$ cat src/rtl/raw_stream_tx.sv
// raw_stream_tx
// Raster pixel transmitter feeding a 5x5 window stage. A frame is requested
// with a one-cycle start pulse while idle; the frame dimensions and Bayer
// phase are checked and latched, then h_active x v_active upstream pixels are
// accepted through a valid/ready handshake and re-emitted one cycle later on
// dout/clken. Idle (blanking) cycles are inserted after every line
// (H_BLANK) and after the last line of the frame (V_BLANK).
//
// Ports:
//   clk, rst_n          clock (rising edge) and async active-low reset
//   start, abort        frame request (idle only) and synchronous abort
//   h_active_cfg        pixels per line (11 bits)
//   v_active_cfg        lines per frame (11 bits)
//   bayer_cfg           one-hot Bayer phase of pixel (0,0)
//   src_data/src_valid  upstream pixel stream
//   src_ready           pixel accepted this cycle when src_valid is high
//   dout, clken         registered pixel and its valid qualifier
//   h_active_out,
//   v_active_out,
//   bayer_state_start   configuration latched for the current frame
//   frame_start         pulse with the first clken of a frame
//   frame_done          pulse when the frame's vertical blanking ends
//   cfg_err             pulse when a start request is rejected
module raw_stream_tx #(
  parameter int H_BLANK = 16,
  parameter int V_BLANK = 64,
  parameter int MAX_DIM = 2047
) (
  input  logic        clk,
  input  logic        rst_n,
  input  logic        start,
  input  logic        abort,
  input  logic [10:0] h_active_cfg,
  input  logic [10:0] v_active_cfg,
  input  logic [3:0]  bayer_cfg,
  input  logic [7:0]  src_data,
  input  logic        src_valid,
  output logic        src_ready,
  output logic [7:0]  dout,
  output logic        clken,
  output logic [10:0] h_active_out,
  output logic [10:0] v_active_out,
  output logic [3:0]  bayer_state_start,
  output logic        frame_start,
  output logic        frame_done,
  output logic        cfg_err
);

  localparam logic [11:0] MAX_DIM_W = 12'(MAX_DIM);
  localparam logic [15:0] H_BLANK_W = 16'(H_BLANK);
  localparam logic [15:0] V_BLANK_W = 16'(V_BLANK);

  typedef enum logic [1:0] {IDLE, ACTIVE, HBLANK, VBLANK} state_t;

  state_t      state;
  state_t      state_next;
  logic [10:0] h_cnt;
  logic [10:0] v_cnt;
  logic [15:0] blank_cnt;

  logic cfg_legal;
  logic beat;
  logic line_end;
  logic last_line;
  logic start_ok;
  logic start_bad;
  logic done_set;
  logic leave_frame;

  // A start is only legal with both dimensions in 1..MAX_DIM and exactly one
  // Bayer phase bit set.
  always_comb begin
    cfg_legal = (h_active_cfg != 11'd0) && ({1'b0, h_active_cfg} <= MAX_DIM_W) &&
                (v_active_cfg != 11'd0) && ({1'b0, v_active_cfg} <= MAX_DIM_W) &&
                $onehot(bayer_cfg);
  end

  // Abort masks ready so a beat coinciding with it is never accepted.
  assign src_ready = (state == ACTIVE) && !abort;
  assign beat      = src_valid && src_ready;
  assign line_end  = (h_cnt == h_active_out - 11'd1);
  assign last_line = (v_cnt == v_active_out - 11'd1);

  // State register.
  always_ff @(posedge clk or negedge rst_n) begin
    if (!rst_n) state <= IDLE;
    else        state <= state_next;
  end

  // Next-state logic. Blanking states exit when the down-counter is about to
  // reach zero, so each blanking state lasts exactly its parameter in cycles.
  always_comb begin
    state_next = state;
    start_ok   = 1'b0;
    start_bad  = 1'b0;
    done_set   = 1'b0;
    case (state)
      IDLE: begin
        if (start && !abort) begin
          if (cfg_legal) begin
            state_next = ACTIVE;
            start_ok   = 1'b1;
          end else begin
            start_bad = 1'b1;
          end
        end
      end
      ACTIVE: begin
        if (abort) begin
          state_next = IDLE;
        end else if (beat && line_end) begin
          if (last_line) begin
            if (V_BLANK == 0) begin
              state_next = IDLE;
              done_set   = 1'b1;
            end else begin
              state_next = VBLANK;
            end
          end else if (H_BLANK != 0) begin
            state_next = HBLANK;
          end
        end
      end
      HBLANK: begin
        if (abort)                   state_next = IDLE;
        else if (blank_cnt <= 16'd1) state_next = ACTIVE;
      end
      VBLANK: begin
        if (abort) begin
          state_next = IDLE;
        end else if (blank_cnt <= 16'd1) begin
          state_next = IDLE;
          done_set   = 1'b1;
        end
      end
      default: state_next = IDLE;
    endcase
  end

  assign leave_frame = (state != IDLE) && (state_next == IDLE);

  // Datapath: pixel register, pulses, latched configuration and counters.
  always_ff @(posedge clk or negedge rst_n) begin
    if (!rst_n) begin
      dout              <= 8'd0;
      clken             <= 1'b0;
      frame_start       <= 1'b0;
      frame_done        <= 1'b0;
      cfg_err           <= 1'b0;
      h_active_out      <= 11'd0;
      v_active_out      <= 11'd0;
      bayer_state_start <= 4'd0;
      h_cnt             <= 11'd0;
      v_cnt             <= 11'd0;
      blank_cnt         <= 16'd0;
    end else begin
      clken       <= beat;
      frame_start <= beat && (h_cnt == 11'd0) && (v_cnt == 11'd0);
      frame_done  <= done_set;
      cfg_err     <= start_bad;
      if (beat) dout <= src_data;

      if (start_ok) begin
        h_active_out      <= h_active_cfg;
        v_active_out      <= v_active_cfg;
        bayer_state_start <= bayer_cfg;
        h_cnt             <= 11'd0;
        v_cnt             <= 11'd0;
        blank_cnt         <= 16'd0;
      end else if (leave_frame) begin
        h_cnt     <= 11'd0;
        v_cnt     <= 11'd0;
        blank_cnt <= 16'd0;
      end else if (beat) begin
        if (line_end) begin
          h_cnt     <= 11'd0;
          v_cnt     <= v_cnt + 11'd1;
          blank_cnt <= last_line ? V_BLANK_W : H_BLANK_W;
        end else begin
          h_cnt <= h_cnt + 11'd1;
        end
      end else if ((state == HBLANK || state == VBLANK) && blank_cnt != 16'd0) begin
        blank_cnt <= blank_cnt - 16'd1;
      end
    end
  end

endmodule

$ cat config.mk
export PLATFORM = sky130hd
export DESIGN_NAME = raw_stream_tx
export DESIGN_NICKNAME = d
export VERILOG_FILES = /design/src/rtl/raw_stream_tx.sv
export SDC_FILE = /design/constraint.sdc
export NUM_CORES = 1
export LEC_CHECK = 0
export ABC_AREA = 1
export BUFFER_PORTS_ARGS = -buffer_cell sky130_fd_sc_hd__buf_2
export CORE_MARGIN = 3
export CORE_UTILIZATION = 58
export CTS_CLUSTER_DIAMETER = 150
export DETAILED_ROUTE_END_ITERATION = 10
export PLACE_DENSITY = 0.79
export SKIP_CTS_REPAIR_TIMING = 1
export SLEW_MARGIN = 20
export SYNTH_ARGS = -nofsm -noshare
export SYNTH_HDL_FRONTEND = slang
export SYNTH_SLANG_ARGS = --single-unit
$ cat constraint.sdc
create_clock -name clk -period 2.5 [get_ports clk]
set_input_delay 0.125 -clock clk [delete_from_list [all_inputs] [get_ports clk]]
set_output_delay 0.125 -clock clk [all_outputs]
set_load 0.02 [all_outputs]
==> metrics <==
worst skew pair latency 0.37 ns; fraction of synthesized cell area taken by the top area cell type 36.96%; synthesis-stage register bit count 78; Slew @ Worst Pin 0.9974 ns; failing checks hold timing; final net count 880; library cell appearing most often on the critical path nand2_1; ANT nets after route 0; Max-slew headroom 33.51%; die outline width 101.4 microns; library cell with the highest instance count after synthesis nand2_1; vias per std cell 5.654; number of primary I/O pins 78; final worst slack 0.1656 ns; Sequential Area 0.001953 sq mm; Synth Net Count 779; DRC errors left 0; diode insertion count for antenna repair 0; number of iterations in the first detailed-routing pass 5; post-synthesis cell type count 40; number of global-route vias before repair 4,959; maximum fanout encountered on the critical timing path 6; count of endpoints failing setup in the final report 0; share of cells above drive strength 1 21.80%; Clock transition at path regs 0.10 ns; number of antenna violations at the first check in global routing 0; first-pass GRT wire length 22.69 mm; average routed wire per standard cell 14.76 microns; height of the die 101.4 microns; hold slack final -0.08528 ns; RSZ-0062 raised after global routing yes; total global routing track utilization 27.15%; number of CTS-inserted buffers 9; area enclosed by the die boundary 0.01029 sq mm; run status complete, but fails checks; drt first-iter violations 488; number of buffer and inverter stages on the critical path 2; multi-input gate area in the final layout 0.002998 sq mm; start of the worst register-to-register path v_active_out[0]; total of max-cap violations 0; area of the placeable core 0.008763 sq mm; PwrDens 895.7 mW/mm^2; placed wire-length estimate after detailed placement 9.743 mm; Syn. warnings 0; synthesized netlist cell count 729; required time at the endpoint of the critical path 2.80 ns; leading post-synthesis cells by cell area dfrtp_1 (37%), nand2_1 (16%), nor2_1 (5.1%); arrival time at the worst endpoint 2.63 ns; Final period util 93.38%; port bufs 77; family of cells with the greatest summed delay on the critical path simple AND/OR/NAND/NOR gates; shortest clock period the worst path allows after layout 2.334 ns; termination of the worst setup path h_cnt[9]; detailed-route wire length 13.92 mm; Crit Path Class flip-flop to flip-flop; worst clock skew 0.02151 ns; worst hold path class input pin to async pin; Avg Cell Area, Syn 7.245 sq um; Highest Clock Rate 428.4 MHz; leakage power 3.285 nW; Starting Density 60.27%; Sum Neg Setup Slack 0 ns; number of rows in the core area 34; Root Driver clkbuf_8; TritonCTS clock tree done; reg-to-reg setup timing slack 0.17 ns; endpoint kind of the worst setup timing path flip-flop; pin count of the biggest net entering global routing 79; peak supply drop 0.0004238 V; netlist area before placement 0.005281 sq mm; GR Overflow Total 0; part of the Yosys area used for sequential elements 36.96%; top post-synthesis cells by count nand2_1 (230), dfrtp_1 (78), nor2_1 (72); number of clock sinks 78; Critical Path Start v_active_out[0]; CTS H-tree lvls 3; number of buffers between clock root and the deepest sink 2; count of flip-flops with a built-in enable after synthesis 0; layout filler cell count 718; area grow syn2layout 19.92%; Crit path largest cell delay 0.41 ns; worst reg2reg path depth 18; number of gates on the worst path with buffers counted 18; biggest area consumer among synthesized cells dfrtp_1; number of vias after detailed routing 5,332; critical path cell sequence inv_2 > ha_4 > nand2_1 > nor2_1 > nand4_1 > nand2_1 > nand2_1 > inv_1 > nand2_1 > nor2_1 > nand2_2 > nand3_2 > nand2_2 > nand4_4 > nand2_4 > nor2_2 > nand2_1 > nand2_1; startpoint kind of the worst setup timing path flip-flop; Worst path slowest cell dfrtp_1; GPL Wtd Cong 0.8553; total count of max-transition violations in the final report 0; Async S/R FF share, synth 100.0%; pre-CTS worst setup slack -0.2037 ns; worst r2r dst h_cnt[9]; Final Hold Viols 87; top_reg_cell synth dfrtp_1
## cell families (layout without fill, tap and decap cells)
logic type                 Yosys count  after routing  share of synthesized area [%]
and+or+nand+nor                    439            440                          37.65
buffers and inverters              104            209                          8.126
DFF                                 78             78                          36.96
AOI/OAI and AO/OA                   64             64                          8.529
xor gates and xnor gates            33             33                          5.994
adders and majority gates           11             11                          2.748
## through the flow
step / total power [mW] / cells / hold WS (ns) / area [sq um] / utilization (%)
2_1_floorplan: 3.715 / 729 / -0.1706 / 5286 / -
3_3_place_gp: 4.380 / 908 / 0.3176 / 5854 / 66.80
3_5_place_dp: 4.488 / 908 / 0.3297 / 5854 / 66.80
4_1_cts: 5.498 / 924 / -0.04902 / 6060 / 69.15
5_1_grt: 6.112 / 943 / 0.006456 / 6334 / 72.27
6_report: 5.673 / 943 / -0.08528 / 6334 / 72.27
## state kept, by name, summed over array words and instances, names as in the netlist
register,count
bayer_state_start,4
blank_cnt,16
cfg_err,1
clken,1
dout,8
frame_done,1
frame_start,1
h_active_out,11
h_cnt,11
state,2
v_active_out,11
v_cnt,11
## placed cells by master (no fill, tap or decap), types with 6 or more instances in the layout
master	netlist	layout
buf_4	1	24
xnor2_1	12	12
nor2_1	72	64
o21ai_0	21	21
nand2_1	230	225
a21oi_1	8	7
ha_1	10	8
o2111ai_1	30	30
clkbuf_8	0	10
nor3_1	16	15
nand3_1	48	47
nor4_1	13	13
dlygate4sd3_1	0	13
buf_2	8	76
nor2_4	3	6
nand4_1	22	22
inv_2	7	11
dfrtp_1	78	77
inv_1	67	63
nand2_2	6	10
nor2_2	9	15
xor2_1	19	19
## worst min-delay path by stage
| stage | from | end | slack [ns] | cells after the start |
|---|---|---|---|---|
| final | rst_n | v_active_out[0] | -0.09 | 1 |
| after global routing | rst_n | v_active_out[8] | 0.006 | 1 |
| after CTS | src_data[5] | dout[5] | -0.05 | 3 |
| after detailed placement | src_data[4] | dout[4] | 0.33 | 3 |
| after global placement | src_data[7] | dout[7] | 0.32 | 3 |
| after floorplan | rst_n | bayer_state_start[0] | -0.17 | 0 |
## final cells by class
class | instances | share of cell area (%)
tap | 108 | 2.134
clock buffer | 10 | 2.173
sequential | 78 | 30.84
multi-input combinational | 548 | 47.33
clock inverter | 6 | 1.067
timing repair buffer | 116 | 11.85
inverter | 77 | 4.603
## routing by layer
layer	GRT usage (%)	up-vias	share of wire [%]
li1	-	2602	-
met1	38.13	2482	44
met2	43.71	224	47
met3	3.926	24	7.4
met4	8.180	0	1.6
met5	0	-	0
## power by group
group	internal, mW	leakage, nW	switching (mW)	total, mW
Clock	0.494	0.0993	0.510	1.00
Combinational	1.02	2.15	1.75	2.77
Sequential	1.56	1.03	0.343	1.90
No activity file was read; power rests on OpenSTA's default activity.
